==> src/rtl/program_loader_pkg.sv <==
// Shared constants and state encoding for the program loader and processor decode.
// Latency: n/a (declarations only).
// Backpressure: n/a.
// Contents: loader FSM state enum, image geometry constants, instruction width.
package program_loader_pkg;

  // Instruction width, shared with the processor decode.
  localparam int INSTR_W        = 16;
  localparam int PROG_ADDR_W    = 4;
  localparam int PROG_WORDS     = 2 ** PROG_ADDR_W;
  localparam int BYTES_PER_WORD = 2;

  typedef enum logic [2:0] {
    ST_IDLE = 3'd0,
    ST_HI   = 3'd1,
    ST_LO   = 3'd2,
    ST_WR   = 3'd3,
    ST_CHK  = 3'd4,
    ST_DONE = 3'd5,
    ST_ERR  = 3'd6
  } state_e;

endpackage

==> src/rtl/program_loader_if.sv <==
// Byte-stream input and instruction-memory write port of the program loader.
// Latency: n/a (wiring only).
// Backpressure: byte stream is valid/ready; the write port has no backpressure.
// master = loader (consumes bytes, issues writes); slave = byte source / memory side.
interface program_loader_if
  import program_loader_pkg::*;
#(
  parameter int ADDR_W = PROG_ADDR_W,
  parameter int WORD_W = INSTR_W
) ();

  logic [7:0]        byte_data;
  logic              byte_valid;
  logic              byte_ready;
  logic              wr_en;
  logic [ADDR_W-1:0] wr_addr;
  logic [WORD_W-1:0] wr_data;

  modport master (
    input  byte_data, byte_valid,
    output byte_ready, wr_en, wr_addr, wr_data
  );

  modport slave (
    output byte_data, byte_valid,
    input  byte_ready, wr_en, wr_addr, wr_data
  );

endinterface

==> src/rtl/program_loader.sv <==
// Assembles a big-endian byte stream into 16 instruction words, writes them, verifies an XOR checksum.
// Latency: one write strobe per word two accepted bytes later; 49 cycles start-to-done when streaming.
// Backpressure: byte_ready deasserts during the write cycle and outside a load; unaccepted bytes are dropped.
// Ports: clk, rst_n, start; bus (byte_data/valid/ready in, wr_en/addr/data out); cpu_hold, done, error.
module program_loader
  import program_loader_pkg::*;
#(
  parameter int ADDR_W = PROG_ADDR_W,
  parameter int WORD_W = INSTR_W
) (
  input  logic               clk,
  input  logic               rst_n,
  input  logic               start,
  program_loader_if.master   bus,
  output logic               cpu_hold,
  output logic               done,
  output logic               error
);

  localparam logic [2:0] IDLE = ST_IDLE;
  localparam logic [2:0] HI   = ST_HI;
  localparam logic [2:0] LO   = ST_LO;
  localparam logic [2:0] WR   = ST_WR;
  localparam logic [2:0] CHK  = ST_CHK;
  localparam logic [2:0] DONE = ST_DONE;
  localparam logic [2:0] ERR  = ST_ERR;

  localparam logic [ADDR_W-1:0] LAST_ADDR = {ADDR_W{1'b1}};

  logic [2:0]        state_q,      state_d;
  logic [ADDR_W-1:0] wr_addr_q,    wr_addr_d;
  logic [WORD_W-1:0] wr_data_q,    wr_data_d;
  logic [7:0]        checksum_q,   checksum_d;
  logic              wr_en_q,      wr_en_d;
  logic              byte_ready_q, byte_ready_d;
  logic              done_q,       done_d;
  logic              error_q,      error_d;
  logic              cpu_hold_q,   cpu_hold_d;

  logic              accept;

  // byte_ready_q already reflects the current state, so this is the handshake itself.
  assign accept = bus.byte_valid && byte_ready_q;

  always_comb begin
    state_d    = state_q;
    wr_addr_d  = wr_addr_q;
    wr_data_d  = wr_data_q;
    checksum_d = checksum_q;

    case (state_q)
      IDLE, DONE, ERR: begin
        if (start) begin
          state_d    = HI;
          wr_addr_d  = '0;
          checksum_d = '0;
        end
      end
      HI: begin
        if (accept) begin
          wr_data_d[WORD_W-1 -: 8] = bus.byte_data;
          checksum_d               = checksum_q ^ bus.byte_data;
          state_d                  = LO;
        end
      end
      LO: begin
        if (accept) begin
          wr_data_d[7:0] = bus.byte_data;
          checksum_d     = checksum_q ^ bus.byte_data;
          state_d        = WR;
        end
      end
      WR: begin
        // Address holds at the last word so it never wraps within a load.
        if (wr_addr_q == LAST_ADDR) begin
          state_d = CHK;
        end else begin
          wr_addr_d = wr_addr_q + 1'b1;
          state_d   = HI;
        end
      end
      CHK: begin
        // The checksum byte itself is compared, not folded in.
        if (accept) begin
          state_d = (bus.byte_data == checksum_q) ? DONE : ERR;
        end
      end
      default: state_d = IDLE;
    endcase

    // Every output is registered from the next state, so it is valid in the
    // same cycle as the state it describes.
    wr_en_d      = (state_d == WR);
    byte_ready_d = (state_d == HI) || (state_d == LO) || (state_d == CHK);
    done_d       = (state_d == DONE);
    error_d      = (state_d == ERR);
    cpu_hold_d   = (state_d != DONE);
  end

  always_ff @(posedge clk or negedge rst_n) begin
    if (!rst_n) begin
      state_q      <= IDLE;
      wr_addr_q    <= '0;
      wr_data_q    <= '0;
      checksum_q   <= '0;
      wr_en_q      <= 1'b0;
      byte_ready_q <= 1'b0;
      done_q       <= 1'b0;
      error_q      <= 1'b0;
      cpu_hold_q   <= 1'b1;
    end else begin
      state_q      <= state_d;
      wr_addr_q    <= wr_addr_d;
      wr_data_q    <= wr_data_d;
      checksum_q   <= checksum_d;
      wr_en_q      <= wr_en_d;
      byte_ready_q <= byte_ready_d;
      done_q       <= done_d;
      error_q      <= error_d;
      cpu_hold_q   <= cpu_hold_d;
    end
  end

  assign bus.byte_ready = byte_ready_q;
  assign bus.wr_en      = wr_en_q;
  assign bus.wr_addr    = wr_addr_q;
  assign bus.wr_data    = wr_data_q;
  assign cpu_hold       = cpu_hold_q;
  assign done           = done_q;
  assign error          = error_q;

endmodule

==> src/flat_wrapper.sv <==
// flat-port wrapper written by rule: the top's interface ports become plain ports
module program_loader_flat import program_loader_pkg::*;
#(
  parameter int ADDR_W = PROG_ADDR_W,
  parameter int WORD_W = INSTR_W
)
  (clk, rst_n, start, cpu_hold, done, error, bus_byte_data, bus_byte_valid, bus_byte_ready, bus_wr_en, bus_wr_addr, bus_wr_data);
  program_loader_if #(.ADDR_W(ADDR_W), .WORD_W(WORD_W)) bus_i ();
  input  logic clk;
  input  logic rst_n;
  input  logic start;
  output logic cpu_hold;
  output logic done;
  output logic error;
  input wire logic [$bits(bus_i.byte_data)-1:0] bus_byte_data;
  input wire logic [$bits(bus_i.byte_valid)-1:0] bus_byte_valid;
  output wire logic [$bits(bus_i.byte_ready)-1:0] bus_byte_ready;
  output wire logic [$bits(bus_i.wr_en)-1:0] bus_wr_en;
  output wire logic [$bits(bus_i.wr_addr)-1:0] bus_wr_addr;
  output wire logic [$bits(bus_i.wr_data)-1:0] bus_wr_data;
  assign bus_i.byte_data = bus_byte_data;
  assign bus_i.byte_valid = bus_byte_valid;
  assign bus_byte_ready = bus_i.byte_ready;
  assign bus_wr_en = bus_i.wr_en;
  assign bus_wr_addr = bus_i.wr_addr;
  assign bus_wr_data = bus_i.wr_data;
  program_loader #(.ADDR_W(ADDR_W), .WORD_W(WORD_W)) u_core (.clk(clk), .rst_n(rst_n), .start(start), .bus(bus_i), .cpu_hold(cpu_hold), .done(done), .error(error));
endmodule
==> config.mk <==
export PLATFORM = sky130hd
export DESIGN_NAME = program_loader_flat
export DESIGN_NICKNAME = d
export VERILOG_FILES = /design/src/rtl/program_loader_pkg.sv /design/src/rtl/program_loader_if.sv /design/src/rtl/program_loader.sv /design/src/flat_wrapper.sv
export SDC_FILE = /design/constraint.sdc
export NUM_CORES = 1
export LEC_CHECK = 0
export ABC_AREA = 1
export ABC_CLOCK_PERIOD_IN_PS = 1650
export CAP_MARGIN = 15
export CORE_ASPECT_RATIO = 0.5
export CORE_MARGIN = 5
export CORE_UTILIZATION = 50
export CTS_CLUSTER_SIZE = 40
export DETAILED_ROUTE_END_ITERATION = 12
export PLACE_DENSITY = 0.79
export SETUP_SLACK_MARGIN = 0.2
export SLEW_MARGIN = 20
export SYNTH_ARGS = -nofsm -noshare
export SYNTH_HDL_FRONTEND = slang
export SYNTH_SLANG_ARGS = --single-unit
==> constraint.sdc <==
create_clock -name clk -period 1.65 [get_ports clk]
set_input_delay 0.165 -clock clk [delete_from_list [all_inputs] [get_ports clk]]
set_output_delay 0.165 -clock clk [all_outputs]
set_load 0.02 [all_outputs]
==> impl_summary.log <==
INFO  metric fin_setup_tns = 0 ps
INFO  metric drt_wirelength = approximately 5200 um
INFO  metric numClockSinks = 36
INFO  metric synth.avg_cell_area = 8.453 um^2
INFO  metric detailed_place.area = 0.002196 mm^2
INFO  metric timing_worst_slew_pin_value = 263.5 ps
INFO  metric power.share.switching = 42.73%
INFO  metric sequential_area_share_after_synthesis = 53.09%
INFO  metric routed_wire_length_per_instance = 16.48 um
INFO  metric largest_driver_fanout_on_the_critical_path = 4
INFO  metric design.die.area = ~0.0047 mm^2
INFO  metric clock_latency_on_the_worst_skew_pair = 290 ps
INFO  metric dp_hpwl = a little under 3000 um
INFO  metric nFillCells = 159
INFO  metric global_route.overflow_total = 0
INFO  metric ys_seq_elements = 36
INFO  metric die-height = about 51 um
INFO  metric syn2layout_area_growth = 56.77%
INFO  metric ir_worst_vdd = between 1 and 1.5 mV
INFO  metric setup_viol_count_final = 0
INFO  metric effective_utilization_at_floorplan = 54.19%
INFO  metric antenna_found_initial = 0
INFO  metric period_minus_slack = 1562 ps
INFO  metric dp_slack = approximately 2.4 ps
INFO  metric rows = 14
INFO  metric syn-num-nets = around 210
INFO  metric clock_path_buffers = 2
INFO  metric post-route-cell-area = about 0.0027 mm^2
INFO  metric synth-main-ff-cell = dfrtp_1
INFO  metric insertedDiodeCount = 0
INFO  metric timing.rr.start = u_core.state_q[1]
INFO  metric port-buffer-count = 36
INFO  metric fp.coreArea = ~0.0031 mm^2
INFO  metric maxCapViolCount = 0
INFO  metric critical_path_end_type = flop
INFO  metric setup.worst_path.class = flop to flop
INFO  metric via_count_of_the_first_global_routing_pass = 1,566
INFO  metric power.net_switching = 2.273 mW
INFO  metric boundaryPins = 37
INFO  metric maxSlewHeadroom = 82.43%
INFO  metric synthDistinctLibCells = 27
INFO  metric clockPowerShare = between 10 and 15%
INFO  metric htree_levels = 2
INFO  metric report.final.hold_viol_count = 0
INFO  metric clock.fmax = 640.3 MHz
INFO  metric clkTransAtPathRegs = 70 ps
INFO  metric power_report.internal_total = 3.047 mW
INFO  metric detailedRoute.firstPassIterationCount = 4
INFO  metric synthesis.yosys.warnings = 0
INFO  metric rsz0062_at_grt = true
INFO  metric setup_ws = 88.29 ps
INFO  metric async_set_or_reset_flop_fraction_in_the_synthesized_netlist = 100.0%
INFO  metric post_drt_via_cell_ratio = 5.505
INFO  metric clockRootBuffer = clkbuf_8
INFO  metric synth_edf_count = 0
INFO  metric result_of_the_run = completed
INFO  metric wire_length_of_the_first_global_routing_pass = 7596 um
INFO  metric ff_latch_area = 908.4 um^2
INFO  metric holdCritPathClass = primary input to async pin
INFO  metric detail-route-antenna-nets = 0
INFO  metric tritoncts.num_buffers = 5
INFO  metric worst_ep_required_time = approximately 1800 ps
INFO  metric synth_cells = around 200
INFO  metric final_nets = 287
INFO  metric layout-drive-gt1-share = 30.91%
INFO  metric area_of_the_multi_input_gates = 823.3 um^2
INFO  metric route.detailed.drc = 0
INFO  metric period_share = a little over nine tenths
INFO  metric crit_path_arrival_time = 1730 ps
INFO  metric first_iter_violations = 112
INFO  metric finalClockSkew = 6.064 ps
INFO  metric maximum_number_of_pins_on_one_net_before_global_route_repair = 37
INFO  metric worst-r2r-setup-slack = 90 ps
INFO  metric grt.total_usage = 21.01%
INFO  metric lkg_pwr = 1.442 nW
INFO  metric sort_of_element_at_the_start_of_the_critical_path = flop
INFO  metric pwr_density_cell = 1997 mW/mm^2
INFO  metric gp_congestion = 0.8377
INFO  metric power_frac_comb = 58.0%
INFO  metric power_share_of_the_sequential_group = 27.7%
INFO  metric tritoncts = built
INFO  metric timing_max_transition_violations_final = 0
INFO  metric netlist_area = roughly 0.0017 mm^2
INFO  metric setup.worst_path.start = u_core.state_q[1]
INFO  metric die_w = 92.44 um
INFO  metric total_via_count_in_the_routed_design = 1,734
## worst max-delay path, stage by stage (launching register included)
cell and delay [ps]:
dfrtp_2 450, buf_4 170, o21ai_4 220, nand4_1 220, nand2_2 190, nor2_1 70, nand2_1 70, nand2_1 60
## synthesized netlist by cell type (4+ instances only)
cell / n / area [um^2]
nand2_2: 6 / 37.54
o21ai_1: 7 / 35.03
a21oi_1: 4 / 20.02
nand3_1: 8 / 40.04
inv_2: 4 / 15.01
dfrtp_1: 35 / 875.8
nand2_1: 56 / 210.2
nor2_1: 10 / 37.54
nand4_1: 9 / 56.30
inv_1: 23 / 86.33
o21ai_0: 20 / 100.1
## final timing paths
path	to	cells after the start
setup / recovery	u_core.bus.byte_ready	7
hold / removal	u_core.bus.wr_data[5]	2
setup reg to reg	u_core.bus.byte_ready	7
hold reg to reg	u_core.bus.wr_data[11]	2
max in group asynchronous	u_core.cpu_hold	2
min in group clk	u_core.bus.wr_data[11]	2
## cells by family (layout without fill, tap and decap cells)
family | Yosys count | after routing | synth area share (%)
simple gates | 94 | 94 | 25.41
compound gates | 38 | 38 | 12.67
flops | 36 | 36 | 53.09
buf+inv | 30 | 104 | 7.069
xor+xnor | 2 | 2 | 1.031
fa+ha+maj | 1 | 1 | 0.7363
## state kept, by name (all words and copies together) (netlist names)
register	count
u_core.cpu_hold	1
u_core.bus.wr_en	1
u_core.bus.wr_data	16
u_core.state_q	3
u_core.checksum_q	8
u_core.error	1
u_core.bus.byte_ready	1
u_core.done	1
u_core.bus.wr_addr	4
## final cells by class
| cell class | count | area share (%) |
|---|---|---|
| clock buffers | 6 | 2.724 |
| flip-flops and latches | 36 | 34.10 |
| multi-input cells | 135 | 30.91 |
| clock inverters | 2 | 1.315 |
| well taps | 40 | 1.879 |
| inverters | 27 | 3.899 |
| repair buffers | 69 | 25.18 |
## metrics by stage
step                util (%)  power (mW)  hold WS, ps  instances
floorplan                  -       2.824       -130.6        201
global placement       70.03       3.587        468.0        285
detailed placement     70.03       3.675        479.1        285
CTS                    79.45       4.907        252.4        307
global route           84.96       5.642        260.6        315
finish                 84.96       5.320        248.8        315
## power groups by stage
stage	sequential [mW]	clock (mW)	combinational, mW
3_5_place_dp	1.45	0	2.23
4_1_cts	1.45	0.769	2.69
3_3_place_gp	1.43	0	2.15
2_1_floorplan	1.71	0	1.12
6_report	1.47	0.765	3.08
5_1_grt	1.51	0.833	3.30
## metal layers
| layer | global-route usage [%] | share of wire, % | up-vias |
|---|---|---|---|
| li1 | - | - | 802 |
| met1 | 25.72 | 43 | 847 |
| met2 | 36.97 | 49 | 70 |
| met3 | 4.399 | 7.1 | 15 |
| met4 | 8.621 | 1.4 | 0 |
| met5 | 0 | 0 | - |
## cells in the final DEF (no fill, tap or decap), drive strengths merged, types with 2 or more instances in the layout
cell / count
xor2: 2
a21oi: 5
nor3: 2
nand2: 63
o21ai: 28
o211ai: 2
dlymetal6s2s: 9
dfrtp: 35
buf: 33
nand4: 9
clkdlybuf4s50: 21
inv: 27
nand3: 8
clkbuf: 6
a31oi: 2
nor2: 11
dlygate4sd2: 6
## what timing repair did
| action | CTS | global route |
|---|---|---|
| pin swaps | 13 | 11 |
| setup buffers | 14 | 8 |
| hold buffers | 0 | 0 |
| endpoints found under the setup margin | 19 | 28 |
| gates resized for setup | 27 | 32 |
Power figures use the tool's default switching activity.
